[src/rtl/fpga_out_channel.sv]
// Output channel between the program executor and a consumer.
// A circular-buffer FIFO collects executor words. A small FSM flushes the
// remaining words after the executor's last pulse and then reports drained.
module fpga_out_channel #(
  parameter int MemoryElementWidth = 12,
  parameter int NOut               = 8,
  parameter int TotalWidth         = 16
) (
  input  logic                          clock,
  input  logic                          reset,
  input  logic                          in_valid,
  input  logic [MemoryElementWidth-1:0] in_data,
  input  logic                          in_last,
  output logic                          out_valid,
  input  logic                          out_ready,
  output logic [MemoryElementWidth-1:0] out_data,
  output logic [$clog2(NOut+1)-1:0]     level,
  output logic [TotalWidth-1:0]         total,
  output logic                          overflow,
  output logic                          drained
);

  localparam int LW = $clog2(NOut+1);
  localparam int PW = $clog2(NOut);

  typedef enum logic [1:0] {RUN, FLUSH, DONE} state_t;

  state_t                        state;
  logic [MemoryElementWidth-1:0] mem [NOut];
  logic [PW-1:0]                 wptr, rptr;
  logic                          push, pop, full, run_wr;

  // Pointer advance with wrap from NOut-1 back to 0 (NOut need not be a power of two).
  function automatic logic [PW-1:0] nxt(input logic [PW-1:0] p);
    return (p == PW'(NOut-1)) ? '0 : p + 1'b1;
  endfunction

  // The head comes straight from storage. No write-to-read bypass exists, so a
  // pushed word is first visible after its write edge.
  assign out_valid = (level != '0) && (state != DONE);
  assign out_data  = mem[rptr];
  assign pop       = out_valid && out_ready;
  assign full      = (level == LW'(NOut));
  assign run_wr    = in_valid && (state == RUN);
  // A full FIFO still takes a word when the head leaves on the same edge.
  assign push      = run_wr && (!full || pop);

  // Storage write. The contents are left uncleared on reset; only the pointers define validity.
  always_ff @(posedge clock) begin
    if (push) mem[wptr] <= in_data;
  end

  // Read/write pointers and occupancy.
  always_ff @(posedge clock) begin
    if (reset) begin
      wptr  <= '0;
      rptr  <= '0;
      level <= '0;
    end else begin
      if (push) wptr <= nxt(wptr);
      if (pop)  rptr <= nxt(rptr);
      case ({push, pop})
        2'b10:   level <= level + 1'b1;
        2'b01:   level <= level - 1'b1;
        default: level <= level;
      endcase
    end
  end

  // Saturating accepted-word count and sticky drop flag.
  always_ff @(posedge clock) begin
    if (reset) begin
      total    <= '0;
      overflow <= 1'b0;
    end else begin
      if (push && (total != '1)) total <= total + 1'b1;
      if (run_wr && !push)       overflow <= 1'b1;
    end
  end

  // Run/flush/done sequencing. Drained is registered alongside the state.
  always_ff @(posedge clock) begin
    if (reset) begin
      state   <= RUN;
      drained <= 1'b0;
    end else begin
      case (state)
        RUN:     if (in_last) state <= FLUSH;
        FLUSH:   if (level == '0) begin
                   state   <= DONE;
                   drained <= 1'b1;
                 end
        DONE:    state <= DONE;
        default: state <= RUN;
      endcase
    end
  end

endmodule

[config.mk]
export PLATFORM = sky130hd
export DESIGN_NAME = fpga_out_channel
export DESIGN_NICKNAME = d
export VERILOG_FILES = /design/src/rtl/fpga_out_channel.sv
export SDC_FILE = /design/constraint.sdc
export NUM_CORES = 1
export LEC_CHECK = 0
export CORE_MARGIN = 2
export CORE_UTILIZATION = 35
export DETAILED_ROUTE_END_ITERATION = 8
export GPL_TIMING_DRIVEN = 0
export PLACE_DENSITY = 0.56
export SKIP_LAST_GASP = 1
export SYNTH_ARGS = -nofsm -noshare
export SYNTH_HDL_FRONTEND = slang
export SYNTH_SLANG_ARGS = --single-unit
[constraint.sdc]
create_clock -name clock -period 6.85 [get_ports clock]
set_clock_uncertainty 0.05 [all_clocks]
set_input_delay 0.685 -clock clock [delete_from_list [all_inputs] [get_ports clock]]
set_output_delay 0.685 -clock clock [all_outputs]
set_load 0.01 [all_outputs]
; ---- Word level (Yosys, flattened, before mapping)
; Memories as Yosys holds them, arrays and structs flattened. A register that Yosys moved wholly into a read port is not among the register bits.
; Index checks and enable logic that the tools add are counted.
; Widths: inputs -> output; s select.
[op_classes]
multipliers = 0
n_eq_ne = 11
bitwise_logic = 0
shifts = 0
reduce_logical = 15
div_mod_pow = 0
n_addsub = 5
n_lt_le_gt_ge = 0
mux = 10
[ops]
columns = op, n
row1 = $add 16x1->16 const B, 1
row2 = $ne 16x16->1 const B, 1
row3 = $mux 3, 4
row4 = $pmux 4 s2, 1
row5 = $add 3x1->3 const B, 2
row6 = $eq 3x3->1 const B, 2
row7 = $logic_and 1x1->1, 6
row8 = $ne 2x2->1 const B, 3
row9 = $pmux 2 s3, 1
row10 = $add 4x1->4 const B, 1
row11 = $eq 2x1->1 const B, 2
row12 = $eq 2x2->1 const B, 2
row13 = $eq 4x4->1 const B, 1
row14 = $logic_not 4->1, 1
row15 = $mux 2, 2
row16 = $reduce_and 2->1, 2
row17 = $reduce_bool 4->1, 1
row18 = $sub 4x1->4 const B, 1
row19 = $logic_not 1->1, 2
row20 = $logic_not 2->1, 1
row21 = $mux 1, 2
row22 = $reduce_bool 2->1, 1
row23 = $logic_or 1x1->1, 1
[totals]
input_bits = 17
ff_bits = 30
out_inout_bits = 35
latch_bits = 0
mem_bits_rw = 96
mem_count = 1
rom_bits = 0
word_cells = 49
[memory_table]
columns = memory, depth, word_bits, read_ports, rd_ports_with_merged_regs, write_ports, line
row1 = mem, 8, 12, 1, 1, 1, 29  ; logic [MemoryElementWidth-1:0] mem [NOut];

; ---- Depth between registers and ports, before layout
; Gate-level depths: netlist of the first run.
[depth]
word_depth = 7
mapped_depth = 11
mapped_depth_nobuf = 11

; ---- Worst setup path after synthesis of the first run
; Ideal clock, no wire load.
[synth_path]
kind = register to register
start = reg state[0]
end = mem mem[2][0] (enable)
synth_period_minus_slack_ns = 3.110
setup_slack_ns = 3.740
t_required_ns = 6.383
arrival_ns = 2.643
n_path_buf = 1
setup_time_ns = 0.417
stages_incl_launch_ff = 7
path_cell_list = dfxtp_1 > inv_1 > ha_1 > nand2b_1 > a31o_2 > buf_4 > nor4b_1
[synth_via]
elab_chain_len = 7
elab_cells_between_ends = 9
cone_classes = eq/ne: 1 / mux: 2 / reduce/logical: 6
[synth_rtl]
columns = item, line
row1 = from (decl), 28  ; state_t state;
row2 = from (signal assigned), 84  ; state <= RUN;
row3 = from (signal assigned), 88  ; RUN: if (in_last) state <= FLUSH;
row4 = from (signal assigned), 90  ; state <= DONE;
row5 = $ne 2x2->1, 40  ; assign out_valid = (level != '0) && (state != DONE);
row6 = $logic_and 1x1->1, 40
row7 = $logic_and 1x1->1, 42  ; assign pop = out_valid && out_ready;
row8 = $logic_or 1x1->1, 46  ; assign push = run_wr && (!full || pop);
row9 = $logic_and 1x1->1 *, 46
row10 = $mux 1 *, 50  ; if (push) mem[wptr] <= in_data;
row11 = $mux 1 (implied by the code) *, 50
row12 = to (decl), 29
; Every way passes the cells marked *; elsewhere a longest branch is shown, timed or not.

==> results.md, run 1 <==
Outcome:
- The flow ran to the end, and the final reports show no timing, DRC or antenna violations.

Floorplanning:
- The initialized floorplan defines 45 standard-cell rows.
- The die covers 0.0162 mm².
- In this run the standard cell core region covers 0.0150 mm².
- The floorplan step set the die width to 127 µm.
- The floorplan step set the die height to 127 µm.
- In this run the count of I/O pins placed on the die edge is 52.
- The initial cell density of the core is 0.354.

Logic synthesis:
- Of the synthesized area, sequential elements account for 0.666.
- The netlist area before placement is 0.00532 mm².
- During synthesis, Yosys emitted a total of 0 warnings.
- Among all flip-flop cells after synthesis, the most frequent one is sky130_fd_sc_hd__edfxtp_1.
- Synthesis inferred 129 register bits.
- The number of nets in the synthesized netlist is 357.
- The proportion of register bits with asynchronous set or reset after synthesis is 0.
- Yosys mapped a number of flops with a built-in enable equal to 96.
- A synthesized cell averages 16.2 µm².
- The unique cell type count in the Yosys netlist is 51.
- After technology mapping, the gate count stands at 328.

STA:
- The routed design could run at a clock period as short as 3560 ps.
- The relative slew slack is 0.479.
- Derived from the worst setup path, the maximum achievable clock frequency is 0.281 GHz.
- The final-report setup violation count is 0.
- The final count of hold timing violations is 0.
- The count of final max-slew check failures is 0.
- Dividing the final minimum period by the clock period gives 0.519.
- Setup repair after global routing left no endpoint under its margin.
- The setup total negative slack is 0 ps.
- At the pin with the least slew margin, the transition time is 782 ps.

Layout:
- Compared with the post-synthesis result, the final layout area differs by 27.2%.
- For this run, the post-layout net count is 437.
- Registers take 0.00354 mm².
- Of the cells placed in the final design, the portion with a size suffix greater than 1 is 0.230.
- 0 antenna diodes ended up in the layout.
- In the layout the commonest cells are sky130_fd_sc_hd__edfxtp_1 (96), sky130_fd_sc_hd__clkdlybuf4s50_1 (50), sky130_fd_sc_hd__dfxtp_1 (33).
- The finished layout holds 609 standard cells, fillers aside.
- In the final layout, the multi-input gates occupy 0.00173 mm².
- The library cell used most frequently in the layout, excluding fill and tap cells, is sky130_fd_sc_hd__edfxtp_1.
- The number of fill cells in the layout is 1318.

Placement:
- The HPWL after detailed placement is 7160 µm.
- Port buffering added 50 buffers.
- The final weighted congestion in routability-driven placement is 0.710.
- The number of cells after detailed placement is 576.

Drt:
- The count of TritonRoute iterations in the first routing pass is 4.
- Dividing the detail-routed via count by the number of cells gives 5.00.
- The number of vias after detailed routing is 3048.
- The detailed-route wire length per cell is 17.5 µm.
- The residual antenna-violating net count after detailed routing is 0.
- The post-detailed-routing wire length is 10700 µm.
- For this block, the initial DRC count from the detailed router was 166.
- In the routed design, unresolved DRC markers number 0.

Pwr:
- Of the total power, the share spent switching nets is 0.267.
- Overall power consumption after layout is estimated at 0.00248 W.
- The net switching power is 0.000662 W.
- The portion of total power attributed to the clock network is 0.353.
- Internal power comes to 0.00182 W.
- The power density normalized to cell area is 366 mW/mm².
- The share of total power dissipated in sequential elements is 0.389.
- The combinational power share is 0.259.
- Summed over all cells, the static leakage comes to 2.31 nW.
- The worst-case IR drop observed on VDD is 0.187 mV.

Critical path:
- The critical path's slowest cell is sky130_fd_sc_hd__clkbuf_1.
- The worst setup path is captured at an output port.
- The number of cells traversed by the worst register-to-register path is 8.
- For the worst setup path, the data arrival time is 2820 ps.
- The data required time at the worst endpoint is 6110 ps.
- STA classifies the critical path startpoint as a flip-flop.
- The kind of critical path is reg -> out.
- The biggest cell delay along the critical path is 620 ps.
- The highest fanout seen on the critical path is 10.
- The critical path goes through buf_1, clkbuf_1, mux4_2, mux2_2, clkdlybuf4s50_1.

Clock network:
- Clock tree synthesis found a total of 129 sinks.
- The maximum count of clock buffers along a single path is 2.
- After clock tree synthesis, the setup repair step added 0 buffers.
- Hold repair after CTS inserted 0 buffers.
- The number of clock buffers inserted by TritonCTS is 17.
- The maximum level of the CTS H-tree is 4.
- TritonCTS built the clock tree.
- The clock transition at the registers of the reported paths is 50 ps.
- The root buffer cell chosen for the clock tree is sky130_fd_sc_hd__clkbuf_16.
- The quantity of gates resized following cts is 0.
- At the later pin of the worst-skew pair, clock insertion delay measures 400 ps.

Global route:
- The leftover overflow at the end of global routing is 0.
- Entering global routing, the biggest net connects 17 pins.
- The number of global-route vias before repair is 3206.
- The global-route usage over all layers is 0.142.
- The first global-routing pass estimated 17100 µm of wire.
- The initial antenna violation count is 0.

Min path:
- In this run the worst hold path is classified as reg -> reg.
- The number of cells traversed by the worst hold path is 2.

Job:
- Max-cap violations in this run came to 0.
## synthesized netlist by cell type, types with 2 or more instances
| library cell | number | share of area |
|---|---|---|
| sky130_fd_sc_hd__xnor2_1 | 2 | 0.0033 |
| sky130_fd_sc_hd__clkbuf_1 | 8 | 0.0056 |
| sky130_fd_sc_hd__o211ai_1 | 5 | 0.0071 |
| sky130_fd_sc_hd__nand3b_1 | 2 | 0.0028 |
| sky130_fd_sc_hd__mux2i_1 | 5 | 0.0094 |
| sky130_fd_sc_hd__nand2_1 | 13 | 0.0092 |
| sky130_fd_sc_hd__and3_1 | 6 | 0.0071 |
| sky130_fd_sc_hd__o21ai_0 | 4 | 0.0038 |
| sky130_fd_sc_hd__nor3b_1 | 2 | 0.0028 |
| sky130_fd_sc_hd__xor2_1 | 9 | 0.015 |
| sky130_fd_sc_hd__edfxtp_1 | 96 | 0.54 |
| sky130_fd_sc_hd__ha_1 | 11 | 0.026 |
| sky130_fd_sc_hd__a21o_1 | 2 | 0.0028 |
| sky130_fd_sc_hd__buf_2 | 4 | 0.0038 |
| sky130_fd_sc_hd__or3_1 | 3 | 0.0035 |
| sky130_fd_sc_hd__nor4b_1 | 2 | 0.0033 |
| sky130_fd_sc_hd__nor3_1 | 7 | 0.0066 |
| sky130_fd_sc_hd__nor2_1 | 28 | 0.020 |
| sky130_fd_sc_hd__nand4_1 | 2 | 0.0024 |
| sky130_fd_sc_hd__mux4_2 | 24 | 0.10 |
| sky130_fd_sc_hd__nor3_2 | 2 | 0.0038 |
| sky130_fd_sc_hd__a21oi_1 | 10 | 0.0094 |
| sky130_fd_sc_hd__dfxtp_1 | 33 | 0.12 |
| sky130_fd_sc_hd__o2111ai_1 | 4 | 0.0066 |
| sky130_fd_sc_hd__and2_1 | 2 | 0.0024 |
| sky130_fd_sc_hd__mux2_2 | 12 | 0.025 |
| sky130_fd_sc_hd__inv_1 | 6 | 0.0042 |
## through the flow
step | area (µm²) | hold slack [ps] | util | setup WS, ps
global placement | 6060 | 405 | 0.403 | 1950
CTS | 6760 | 439 | 0.450 | 3200
global route | 6770 | 461 | 0.450 | 3140
finish | 6770 | 437 | 0.450 | 3290
detailed placement | 6190 | 432 | 0.411 | 3170
floorplan | 5320 | 400 | - | 3740
## power by group through the flow
| stage | clock network (W) | logic [W] | registers (W) |
|---|---|---|---|
| floorplan | 0 | 0.000407 | 0.000974 |
| global placement | 0 | 0.000624 | 0.000979 |
| detailed placement | 0 | 0.000653 | 0.000979 |
| CTS | 0.000897 | 0.000656 | 0.000963 |
| global route | 0.000933 | 0.000706 | 0.000972 |
| finish | 0.000874 | 0.000641 | 0.000963 |
## cell type report
cell class | count | share of cell area
well taps | 188 | 0.0347
flip-flops and latches | 129 | 0.523
multi-input cells | 179 | 0.256
plain buffers | 14 | 0.00906
clock inverters | 13 | 0.0213
clock buffers | 19 | 0.0639
inverters | 6 | 0.00333
repair buffers | 61 | 0.0883
## path summary, 6_finish.rpt
path / from / end / slack [ps]
hold reg to reg: rptr[1] / flip-flop / 440
setup reg to reg: state[0] / mem[6][9] / 4110
setup / recovery: flip-flop / out_data[8] / 3290
hold / removal: rptr[1] / flip-flop / 440
## critical path: cells and delay by family (launching register included)
kind / cells / cell delay [ps]
multiplexers: 2 / 710
flip-flops: 1 / 300
buffers and inverters: 3 / 1410
## sequential cells by signal, indices dropped and copies added, names as in the netlist, named ones only
register / flops
level: 4
total: 16
mem: 96
drained: 1
rptr: 3
state: 2
overflow: 1
wptr: 3
## kinds of logic after synthesis
| logic type | synth area share |
|---|---|
| AOI/OAI and AO/OA | 0.0433 |
| buffers and inverters | 0.0158 |
| muxes | 0.136 |
| xor gates and xnor gates | 0.0181 |
| DFF | 0.666 |
| adders and majority gates | 0.0296 |
| and+or+nand+nor | 0.0910 |
## layer usage
| metal | global-route usage | vias to the layer above | share of wire |
|---|---|---|---|
| li1 | - | 1441 | - |
| met1 | 0.171 | 1540 | 0.45 |
| met2 | 0.243 | 60 | 0.51 |
| met3 | 0.0469 | 7 | 0.031 |
| met4 | 0.0407 | 0 | 0.0098 |
| met5 | 0 | - | 0 |
Note: power is estimated with default switching activity, not from simulation.
==> run 2: changes to the inputs <==
==> constraint.sdc (replaced) <==
create_clock -name clock -period 3.5 [get_ports clock]
set_clock_uncertainty 0.05 [all_clocks]
set_input_delay 0.35 -clock clock [delete_from_list [all_inputs] [get_ports clock]]
set_output_delay 0.35 -clock clock [all_outputs]
set_load 0.01 [all_outputs]
==> results of run 2 <==
Same layout as run 1 (identical final DEF). Status: completed.
Among the figures that moved: setup slack after placement 3170 ps -> 155 ps; setup slack after layout 3290 ps -> 279 ps; hold slack 437 ps -> 304 ps; register-to-register setup slack 4110 ps -> 760 ps; total power 0.00248 W -> 0.00485 W; worst IR drop on VDD 0.187 mV -> 0.367 mV
==> run 3: changes to the inputs <==
--- a/config.mk
+++ b/config.mk
@@ -10,6 +10,8 @@
 export DETAILED_ROUTE_END_ITERATION = 8
 export GPL_TIMING_DRIVEN = 0
 export PLACE_DENSITY = 0.56
+export REMOVE_ABC_BUFFERS = 1
+export SETUP_SLACK_MARGIN = 0.02
 export SKIP_LAST_GASP = 1
 export SYNTH_ARGS = -nofsm -noshare
 export SYNTH_HDL_FRONTEND = slang
==> run 3 against run 2 <==
Against the previous run:
- global-route usage is 0.20 points lower
- worst setup slack better by 38 ps
- clock power is 6% lower
- cell count is 2.3% lower
==> results.md, run 3 (synthesis gave the netlist of run 1 again) <==
Clock network:
- The clock transition at the registers of the reported paths was 50 ps (about the same).
- The clock latency on the worst-skew pair is 410 ps (about the same).
- The CTS sink count came to 129 (unchanged).
- The number of hold-repair buffers added at the cts stage is 0 (unchanged).
- TritonCTS built the clock tree.
- The maximum level of the CTS H-tree is 4 (unchanged).
- The maximum count of clock buffers along a single path is 2 (unchanged).
- The number of clock buffers inserted by TritonCTS is 17 (unchanged).
- The root buffer selected by CTS is sky130_fd_sc_hd__clkbuf_16.
- The post-CTS setup repair buffer count is 0 (unchanged).
- The quantity of gates resized following cts is 0 (unchanged).

Drt:
- The met3 routed wirelength is 420 µm (+28%).
- The detailed-route wire length per cell is 17.4 µm (-0.76%).
- The number of design rule violations left after detail routing is 0 (unchanged).
- The length of routed wiring on met1 is 4760 µm (-1.0%).
- The number of vias after detailed routing is 2969 (-2.6%).
- The routed length on met2 was 4960 µm (-8.5%).
- The top layer used by detailed routing is met4.
- The count of TritonRoute iterations in the first routing pass is 4 (unchanged).
- The post-detailed-routing wire length was 10300 µm (-3.0%).
- The DRC violation total after the first TritonRoute iteration is 123 (-26%).
- The detailed-route vias per instance is 4.99 (-0.30%).
- The residual antenna-violating net count after detailed routing is 0 (unchanged).

Critical path:
- STA puts the critical path data required time at 3100 ps.
- The arrival time at the worst endpoint is 2780 ps (-40 ps).
- The flop-to-flop setup slack is 670 ps.
- The highest fanout seen on the critical path was 24 (+14).
- The launch instance of the worst register-to-register path is state[0].
- The worst register-to-register path ends at mem[4][9].
- STA classifies the critical path startpoint as a flip-flop.
- The critical path is of the reg -> out type.
- The critical path endpoint category is an output port.
- The number of cells traversed by the worst register-to-register path is 7 (-1).

STA:
- The count of final max-slew check failures was 0 (unchanged).
- The relative slew slack is 0.161 (-0.317).
- Setup repair after global routing left no endpoint under its margin.
- The worst hold slack after final layout is 426 ps.
- The final-report setup violation count came to 0 (unchanged).
- The top achievable clock speed is 0.314 GHz.
- The setup total negative slack is 0 ps (unchanged).
- The worst path in the final design needs a cycle of 3180 ps, including I/O delays and setup.
- The final count of hold timing violations is 0 (unchanged).
- After layout, the worst setup slack is 317 ps.
- The measured slew at the worst slew-check pin was 1260 ps (+474 ps).
- The ratio of final minimum period to clock period is 0.909.

Floorplanning:
- The overall die area is 0.0162 mm² (unchanged).
- The count of boundary I/O pins is 52 (unchanged).
- The number of placement rows is 45 (unchanged).
- The standard cell core area is 0.0150 mm² (unchanged).
- The initial cell density of the core is 0.354 (unchanged).
- The overall die width was 127 µm (unchanged).
- The die span in y is 127 µm (unchanged).

Placement:
- The count of buffers inserted at the top-level ports is 51 (+2.0%).
- The final weighted congestion in routability-driven placement is 0.729 (+2.7%).
- The detailed placer's ending HPWL was 6670 µm (-6.9%).
- The number of cells after detailed placement is 563 (-2.3%).
- The worst setup slack after placement is 156 ps.
- The standard cell area after detailed placement is 0.00614 mm² (-0.75%).

Layout:
- The most frequent standard cell in the layout excluding fill and tap cells is sky130_fd_sc_hd__edfxtp_1.
- The largest registers in the layout are mem x96, total x16, level x4.
- From synthesis to final layout, the design area changed by 25.7%.
- The number of diodes added for antenna fixing is 0 (unchanged).
- The number of fill cells in the layout is 1328 (+0.76%).
- The area of the multi-input gates is 0.00174 mm² (+0.14%).
- The library cells used most frequently in the layout, excluding fill and tap cells, are sky130_fd_sc_hd__edfxtp_1 (96), sky130_fd_sc_hd__clkdlybuf4s50_1 (51), sky130_fd_sc_hd__dfxtp_1 (32).
- The flip-flop and latch area is 0.00354 mm² (about the same).
- The area of all placed cells without fillers was 0.00669 mm² (-1.2%).
- The proportion of layout cells with a drive suffix above 1 is 0.238 (+0.00793).
- The final non-filler cell total is 595 (-2.3%).
- The top register by number of flip-flops is mem.
- The post-layout net count is 423 (-3.2%).
- The flip-flop count of the largest register, all copies and words added came to 96 (unchanged).

Global route:
- The global-route usage over all layers is 0.140 (-0.00204).
- The pin count of the biggest net entering global routing is 31 (+14).
- The leftover overflow at the end of global routing is 0 (unchanged).
- The initial antenna violation count is 0 (unchanged).
- The global-route wire length before repair is 16700 µm (-2.4%).
- The number of global-route vias before repair is 3140 (-2.1%).

Min path:
- The number of cells traversed by the worst hold path is 2 (unchanged).
- The worst hold path endpoint is drained.
- The tightest min-delay check is of the reg -> reg type.
- The hold path startpoint is drained.

Pwr:
- The static leakage is 2.27 nW (-2.1%).
- VDD sags by at most 0.466 mV.
- The power density normalized to cell area is 702 mW/mm².

Outcome:
- The flow ran to the end, and the final reports show no timing, DRC or antenna violations.

Job:
- The number of violations of the max-capacitance limit is 0 (unchanged).
==> run 3: changes by cell type in the layout (fill, tap and decap cells not counted), moves of 2 or more <==
cell                        previous run  this run
sky130_fd_sc_hd__clkinv_2              2         4
sky130_fd_sc_hd__bufinv_16             3         1
sky130_fd_sc_hd__clkinv_4              2         4
sky130_fd_sc_hd__buf_4                 8         6
sky130_fd_sc_hd__clkbuf_1             10         1
sky130_fd_sc_hd__buf_2                 4         0
sky130_fd_sc_hd__clkinv_1              5         2
==> run 3: metrics by stage <==
| stage | total power (W) | util |
|---|---|---|
| after global routing | 0.00496 | 0.445 |
| after global placement | 0.00310 | 0.400 |
| after floorplan | 0.00268 | - |
| after detailed placement | 0.00315 | 0.408 |
| final | 0.00470 | 0.445 |
| after CTS | 0.00477 | 0.445 |
==> run 3: power breakdown <==
| group | internal (W) | leakage (nW) | switching, W |
|---|---|---|---|
| clock network | 0.000968 | 0.265 | 0.000630 |
| registers | 0.00179 | 1.14 | 0.000189 |
| logic | 0.000642 | 0.864 | 0.000480 |
==> run 3: area by class of cell <==
cell class,instances,share of cell area
flip-flops and latches,129,0.530
multi-input cells,179,0.259
repair buffers,61,0.0904
clock buffers,18,0.0642
well taps,188,0.0352
clock inverters,14,0.0174
inverters,6,0.00337
==> run 3: how the worst max path moves through the flow <==
stage,endpoint,slack [ps],depth (start not counted)
finish,out_data[11],320,3
global route,out_data[10],180,3
CTS,mem[7][0],240,6
detailed placement,mem[7][8],160,5
global placement,mem[1][3],-1180,4
floorplan,mem[2][0],470,5
==> run 3: routing by layer <==
layer / vias up / GRT usage
li1: 1422 / -
met1: 1470 / 0.172
met2: 62 / 0.227
met3: 15 / 0.0419
met4: 0 / 0.0640
met5: - / 0
==> run 3: worst max-delay path, stage by stage (launching register included) <==
cell and delay [ps]:
sky130_fd_sc_hd__dfxtp_1 1150, sky130_fd_sc_hd__mux4_2 450, sky130_fd_sc_hd__mux2_2 280, sky130_fd_sc_hd__clkdlybuf4s50_1 480
